`src/rtl/pl_rr_share.sv`:
```
// pl_rr_share
// Round-robin scheduler sharing one fixed-latency pipelined resource among
// NREQ requesters. At most one request is granted per cycle. The granted data
// is launched into the resource, and the owner's ID travels down a {valid, tag}
// delay line that is matched to the resource latency. Each result is then
// steered back to its owner. A per-requester outstanding counter caps how many
// transactions each requester may have in flight.
//
// Ports
//   clk      in   clock
//   rst      in   synchronous active-high reset
//   req      in   [NREQ]       request per requester, held until granted
//   reqdat   in   [NREQ*SIZE]  request data, requester i on [SIZE*i +: SIZE]
//   gnt      out  [NREQ]       one-hot grant, combinational from req
//   pl_vld   out  1            launch strobe to the resource (registered)
//   pl_idat  out  [SIZE]       launch data to the resource (registered)
//   pl_odat  in   [SIZE]       resource result, valid DELAY cycles after pl_vld
//   rsp_vld  out  [NREQ]       one-hot response strobe (registered)
//   rsp_dat  out  [SIZE]       response data shared by all requesters (registered)
//   idle     out  1            no transaction outstanding (all counters zero)
module pl_rr_share #(
  parameter int NREQ   = 4,
  parameter int SIZE   = 8,
  parameter int DELAY  = 3,
  parameter int IDW    = 2,
  parameter int MAXOUT = 2
) (
  input  logic                 clk,
  input  logic                 rst,
  input  logic [NREQ-1:0]      req,
  input  logic [NREQ*SIZE-1:0] reqdat,
  output logic [NREQ-1:0]      gnt,
  output logic                 pl_vld,
  output logic [SIZE-1:0]      pl_idat,
  input  logic [SIZE-1:0]      pl_odat,
  output logic [NREQ-1:0]      rsp_vld,
  output logic [SIZE-1:0]      rsp_dat,
  output logic                 idle
);

  localparam int CW = 4;

  logic [IDW-1:0]  r_ptr;
  logic [CW-1:0]   r_cnt [NREQ];
  logic            r_pl_vld;
  logic [SIZE-1:0] r_pl_idat;
  logic [IDW-1:0]  r_tag;
  logic [DELAY-1:0] r_tl_vld;
  logic [IDW-1:0]  r_tl_tag [DELAY];
  logic [NREQ-1:0] r_rsp_vld;
  logic [SIZE-1:0] r_rsp_dat;

  logic [NREQ-1:0] w_elig;
  logic [NREQ-1:0] w_gnt;
  logic            w_found;
  logic [IDW-1:0]  w_sel;
  logic [IDW-1:0]  w_idx;
  logic            w_idle;

  // Eligibility: requesting and below the in-flight cap.
  always_comb begin
    w_elig = '0;
    for (int i = 0; i < NREQ; i++) begin
      w_elig[i] = req[i] && (r_cnt[i] < CW'(MAXOUT));
    end
  end

  // Round-robin search: first eligible requester at or after r_ptr, wrapping.
  always_comb begin
    w_found = 1'b0;
    w_sel   = '0;
    w_idx   = '0;
    for (int off = 0; off < NREQ; off++) begin
      w_idx = IDW'((int'(r_ptr) + off) % NREQ);
      if (!w_found && w_elig[w_idx]) begin
        w_found = 1'b1;
        w_sel   = w_idx;
      end else begin
        w_found = w_found;
      end
    end
  end

  // One-hot grant, forced off while in reset.
  always_comb begin
    w_gnt = '0;
    if (w_found && !rst) begin
      w_gnt[w_sel] = 1'b1;
    end else begin
      w_gnt = '0;
    end
  end

  // Pointer advance and launch register; pl_idat holds when nothing launches.
  always_ff @(posedge clk) begin
    if (rst) begin
      r_ptr     <= '0;
      r_pl_vld  <= 1'b0;
      r_pl_idat <= '0;
      r_tag     <= '0;
    end else if (w_found) begin
      r_ptr     <= IDW'((int'(w_sel) + 1) % NREQ);
      r_pl_vld  <= 1'b1;
      r_pl_idat <= reqdat[SIZE*int'(w_sel) +: SIZE];
      r_tag     <= w_sel;
    end else begin
      r_pl_vld  <= 1'b0;
    end
  end

  // Tag delay line: its last stage lines up with the result on pl_odat.
  always_ff @(posedge clk) begin
    if (rst) begin
      r_tl_vld <= '0;
      for (int s = 0; s < DELAY; s++) begin
        r_tl_tag[s] <= '0;
      end
    end else begin
      r_tl_vld[0] <= r_pl_vld;
      r_tl_tag[0] <= r_tag;
      for (int s = 1; s < DELAY; s++) begin
        r_tl_vld[s] <= r_tl_vld[s-1];
        r_tl_tag[s] <= r_tl_tag[s-1];
      end
    end
  end

  // Response steering; rsp_dat holds between responses.
  always_ff @(posedge clk) begin
    if (rst) begin
      r_rsp_vld <= '0;
      r_rsp_dat <= '0;
    end else if (r_tl_vld[DELAY-1]) begin
      r_rsp_vld <= NREQ'(1'b1) << r_tl_tag[DELAY-1];
      r_rsp_dat <= pl_odat;
    end else begin
      r_rsp_vld <= '0;
    end
  end

  // Outstanding counters: a grant and a response in the same cycle cancel.
  always_ff @(posedge clk) begin
    if (rst) begin
      for (int i = 0; i < NREQ; i++) begin
        r_cnt[i] <= '0;
      end
    end else begin
      for (int i = 0; i < NREQ; i++) begin
        if (w_gnt[i] && !r_rsp_vld[i]) begin
          r_cnt[i] <= r_cnt[i] + CW'(1);
        end else if (!w_gnt[i] && r_rsp_vld[i]) begin
          r_cnt[i] <= r_cnt[i] - CW'(1);
        end else begin
          r_cnt[i] <= r_cnt[i];
        end
      end
    end
  end

  // Idle when every counter is zero.
  always_comb begin
    w_idle = 1'b1;
    for (int i = 0; i < NREQ; i++) begin
      w_idle = w_idle && (r_cnt[i] == CW'(0));
    end
  end

  // A response must always belong to an outstanding transaction.
  for (genvar g = 0; g < NREQ; g++) begin : g_chk
    a_rsp_owned: assert property (@(posedge clk) disable iff (rst)
      r_rsp_vld[g] |-> (r_cnt[g] != 4'd0));
  end

  assign gnt     = w_gnt;
  assign pl_vld  = r_pl_vld;
  assign pl_idat = r_pl_idat;
  assign rsp_vld = r_rsp_vld;
  assign rsp_dat = r_rsp_dat;
  assign idle    = rst | w_idle;

endmodule

```
`config.mk`:
```
export PLATFORM = sky130hd
export DESIGN_NAME = pl_rr_share
export DESIGN_NICKNAME = d
export VERILOG_FILES = /design/src/rtl/pl_rr_share.sv
export SDC_FILE = /design/constraint.sdc
export NUM_CORES = 1
export LEC_CHECK = 0
export CORE_MARGIN = 2
export CORE_UTILIZATION = 30
export DETAILED_ROUTE_END_ITERATION = 8
export HOLD_SLACK_MARGIN = 0.06
export PLACE_DENSITY = 0.55
export SLEW_MARGIN = 20
export SYNTH_ARGS = -nofsm -noshare
export SYNTH_HDL_FRONTEND = slang
export SYNTH_SLANG_ARGS = --single-unit
```
`constraint.sdc`:
```
create_clock -name clk -period 3.44 [get_ports clk]
set_clock_uncertainty 0.05 [all_clocks]
set_input_delay 0.344 -clock clk [delete_from_list [all_inputs] [get_ports clk]]
set_output_delay 0.344 -clock clk [all_outputs]
set_load 0.1 [all_outputs]
```
==> impl_metrics.json <==
{
  "status": "completed",
  "fin_nets": 447,
  "cts.path.max_buffers": 2,
  "cp.arrival_ns": 3.33,
  "groute.usage.overall": 0.134,
  "grt-ovfl-total": 0,
  "core_sq_um": 8810,
  "ios": 72,
  "hp-class": "register to register",
  "die_w_um": 99.7,
  "r2r-start": "r_cnt[2][3]",
  "cts_made_buffers": 5,
  "firstDrtPassIters": 4,
  "switching_share": 0.361,
  "p_leak_uw": 0.00158,
  "synth_top_cell_by_area": "dfxtp_1",
  "post_drt_wl_per_cell_um": 13.1,
  "holdPathStages": 1,
  "min_period_over_period": 0.958,
  "antennaDiodeCount": 0,
  "max_cap_viol_count": 0,
  "p_total_uw": 1580,
  "route.detailed.drc": 0,
  "die_area_sq_um": 9930,
  "hold_path_startpoint": "r_tl_tag[0][2]",
  "fin_util": 0.456,
  "finalHoldViolCount": 0,
  "place_ws_ns": -0.154,
  "area_delta_synth_final_pct": 46.3,
  "antenna_found_initial": 0,
  "grt_pass1_wl_mm": 10.9,
  "ys_top_cells_by_area": "dfxtp_1, edfxtp_1, ha_1",
  "drt_iter0_markers": 50,
  "ir_drop_uv": 249,
  "synth_top_area_share": 0.248,
  "grt_pass1_vias": 2369,
  "avgSynthCellArea_sq_um": 10.0,
  "hold_buffers": 0,
  "hold_ws_ns": 0.397,
  "endpoint_kind": "register",
  "viasPerCell": 4.71,
  "finalMaxSlewViolations": 0,
  "cts_tree": "done",
  "dp.final_hpwl_mm": 4.91,
  "netlist_top_cells_count": "dfxtp_1, nor2_1, ha_1, inv_1",
  "rrSetupSlack_ns": 0.14,
  "finalNonFillerCells": 486,
  "syn_area_sq_um": 2750,
  "synth_cells": 274,
  "rsz0062_at_grt": "yes",
  "placed_cells": 477,
  "drive_gt1_frac": 0.188,
  "power.share.sequential": 0.442,
  "rows": 34,
  "regToRegEndpoint": "r_cnt[2][3]",
  "vias": 2287,
  "numPortBuffers": 71,
  "p_per_area_nw_per_um2": 393,
  "clkPwrFrac": 0.241,
  "crit_required_ns": 3.47,
  "yosys_warnings": 0,
  "worstHoldEndpoint": "r_tl_tag[0][4]",
  "switchingPower_uw": 570,
  "synth_top_flop_cell": "dfxtp_1",
  "yosysMostFrequentCell": "dfxtp_1",
  "finalSetupViolations": 0,
  "reg2reg_depth": 15,
  "ant_nets": 0,
  "gp_congestion": 0.782,
  "wirelength_mm": 6.39,
  "synth-seq-area-share": 0.423,
  "cp_max_fo": 3,
  "async_reset_ff_frac": 0,
  "finalCriticalPeriod_ns": 3.30,
  "slew_headroom": 0.337,
  "synth_edf_count": 16,
  "ys_types": 48,
  "worst_slack_ns": 0.143,
  "grt_max_degree": 40,
  "cts_root_buffer": "clkbuf_8",
  "die_h_um": 99.7,
  "cp-start-kind": "register",
  "clk_pin_slew_worst_paths_ns": 0.11,
  "syn_nets": 344,
  "initial_utilization": 0.312,
  "ys_seq_elements": 50,
  "clkSinkCount": 50,
  "cts.htree.levels": 2,
  "fmax_mhz": 303,
  "setup.worst_path.class": "register to register",
  "comb_power_share": 0.318,
  "worst_pin_slew_ns": 0.992,
  "clk_latency_ns": 0.31,
  "p_int_uw": 1010
}
through the flow:
stage	TNS [ns]	cell area, sq um
global route	-0.0679	4020
floorplan	-0.0233	2830
CTS	0	4000
detailed placement	-0.542	3910
global placement	-0.246	3900
finish	0	4020
per-layer routing:
metal  wire length [um]  global-route usage
met1               3070               0.175
met4                 29              0.0253
met3                348              0.0323
met5                  0                   0
met2               2940               0.226
logic make-up (layout without fill, tap and decap cells):
family                   after synthesis  after routing  synth area share
AO/OA/AOI/OAI                         46             46             0.128
XOR/XNOR                               9              9            0.0287
adder cells (fa/ha/maj)               24             24             0.118
buffers and inverters                 32            136            0.0542
flip-flops                            50             50             0.423
multiplexers                          16             16            0.0583
AND/OR/NAND/NOR                       97             97             0.190
state kept, by name (all words and copies together) (netlist names):
register / cells
r_tl_tag: 6
rsp_vld: 4
r_tag: 2
pl_vld: 1
rsp_dat: 8
r_tl_vld: 3
pl_idat: 8
r_cnt: 16
r_ptr: 2
how the worst max path moves through the flow:
stage	from	endpoint	slack (ns)	cells past startpoint
floorplan	r_cnt[1][1]	r_cnt[3][3]	-0.02	13
global placement	req[2]	r_cnt[1][3]	-0.07	16
detailed placement	req[2]	r_cnt[1][3]	-0.15	16
CTS	r_cnt[2][3]	r_cnt[1][3]	0.11	15
global route	r_cnt[2][3]	r_cnt[2][3]	-0.04	15
finish	r_cnt[2][3]	r_cnt[2][3]	0.14	15
layout by cell type (no fill, tap or decap), types with 9 or more instances in the layout:
cell type | netlist | final
clkdlybuf4s50_1 | 0 | 66
dfxtp_1 | 34 | 34
nor3_1 | 9 | 9
nand2_1 | 12 | 11
a21oi_1 | 9 | 9
mux2i_1 | 16 | 16
nor2_1 | 32 | 32
ha_1 | 21 | 20
nand3_1 | 10 | 10
nor2b_1 | 11 | 11
edfxtp_1 | 16 | 16
buf_4 | 0 | 34
inv_1 | 21 | 19
critical path, stage by stage (launching register included):
cell	delay [ns]
edfxtp_1	0.46
or4b_4	0.57
a211oi_1	0.29
o31ai_2	0.13
buf_4	0.17
inv_4	0.04
ha_1	0.13
nand2_1	0.07
ha_1	0.22
nand2b_1	0.09
inv_1	0.05
ha_1	0.28
a21o_1	0.18
a21oi_1	0.16
xnor2_1	0.13
nor2_1	0.05
final cells by class:
cell class | instances | area, sq um
flip-flops and latches | 50 | 1160
repair buffers | 105 | 1020
inverters | 23 | 96.3
clock inverters | 3 | 28.8
multi-input cells | 192 | 1510
fillers | 865 | 4790
well taps | 108 | 135
clock buffers | 5 | 68.8
power groups by stage:
stage	clock (uW)	combinational, uW	sequential [uW]
after detailed placement	0	502	710
after global placement	0	496	710
after global routing	415	538	704
after CTS	394	503	697
after floorplan	0	199	836
final	380	502	697
repair_timing:
| action | in CTS | in global routing |
|---|---|---|
| setup buffers | 0 | 1 |
| endpoints found under the setup margin | 0 | 3 |
| gates resized for setup | 0 | 1 |
Note: power is estimated with default switching activity, not from simulation.
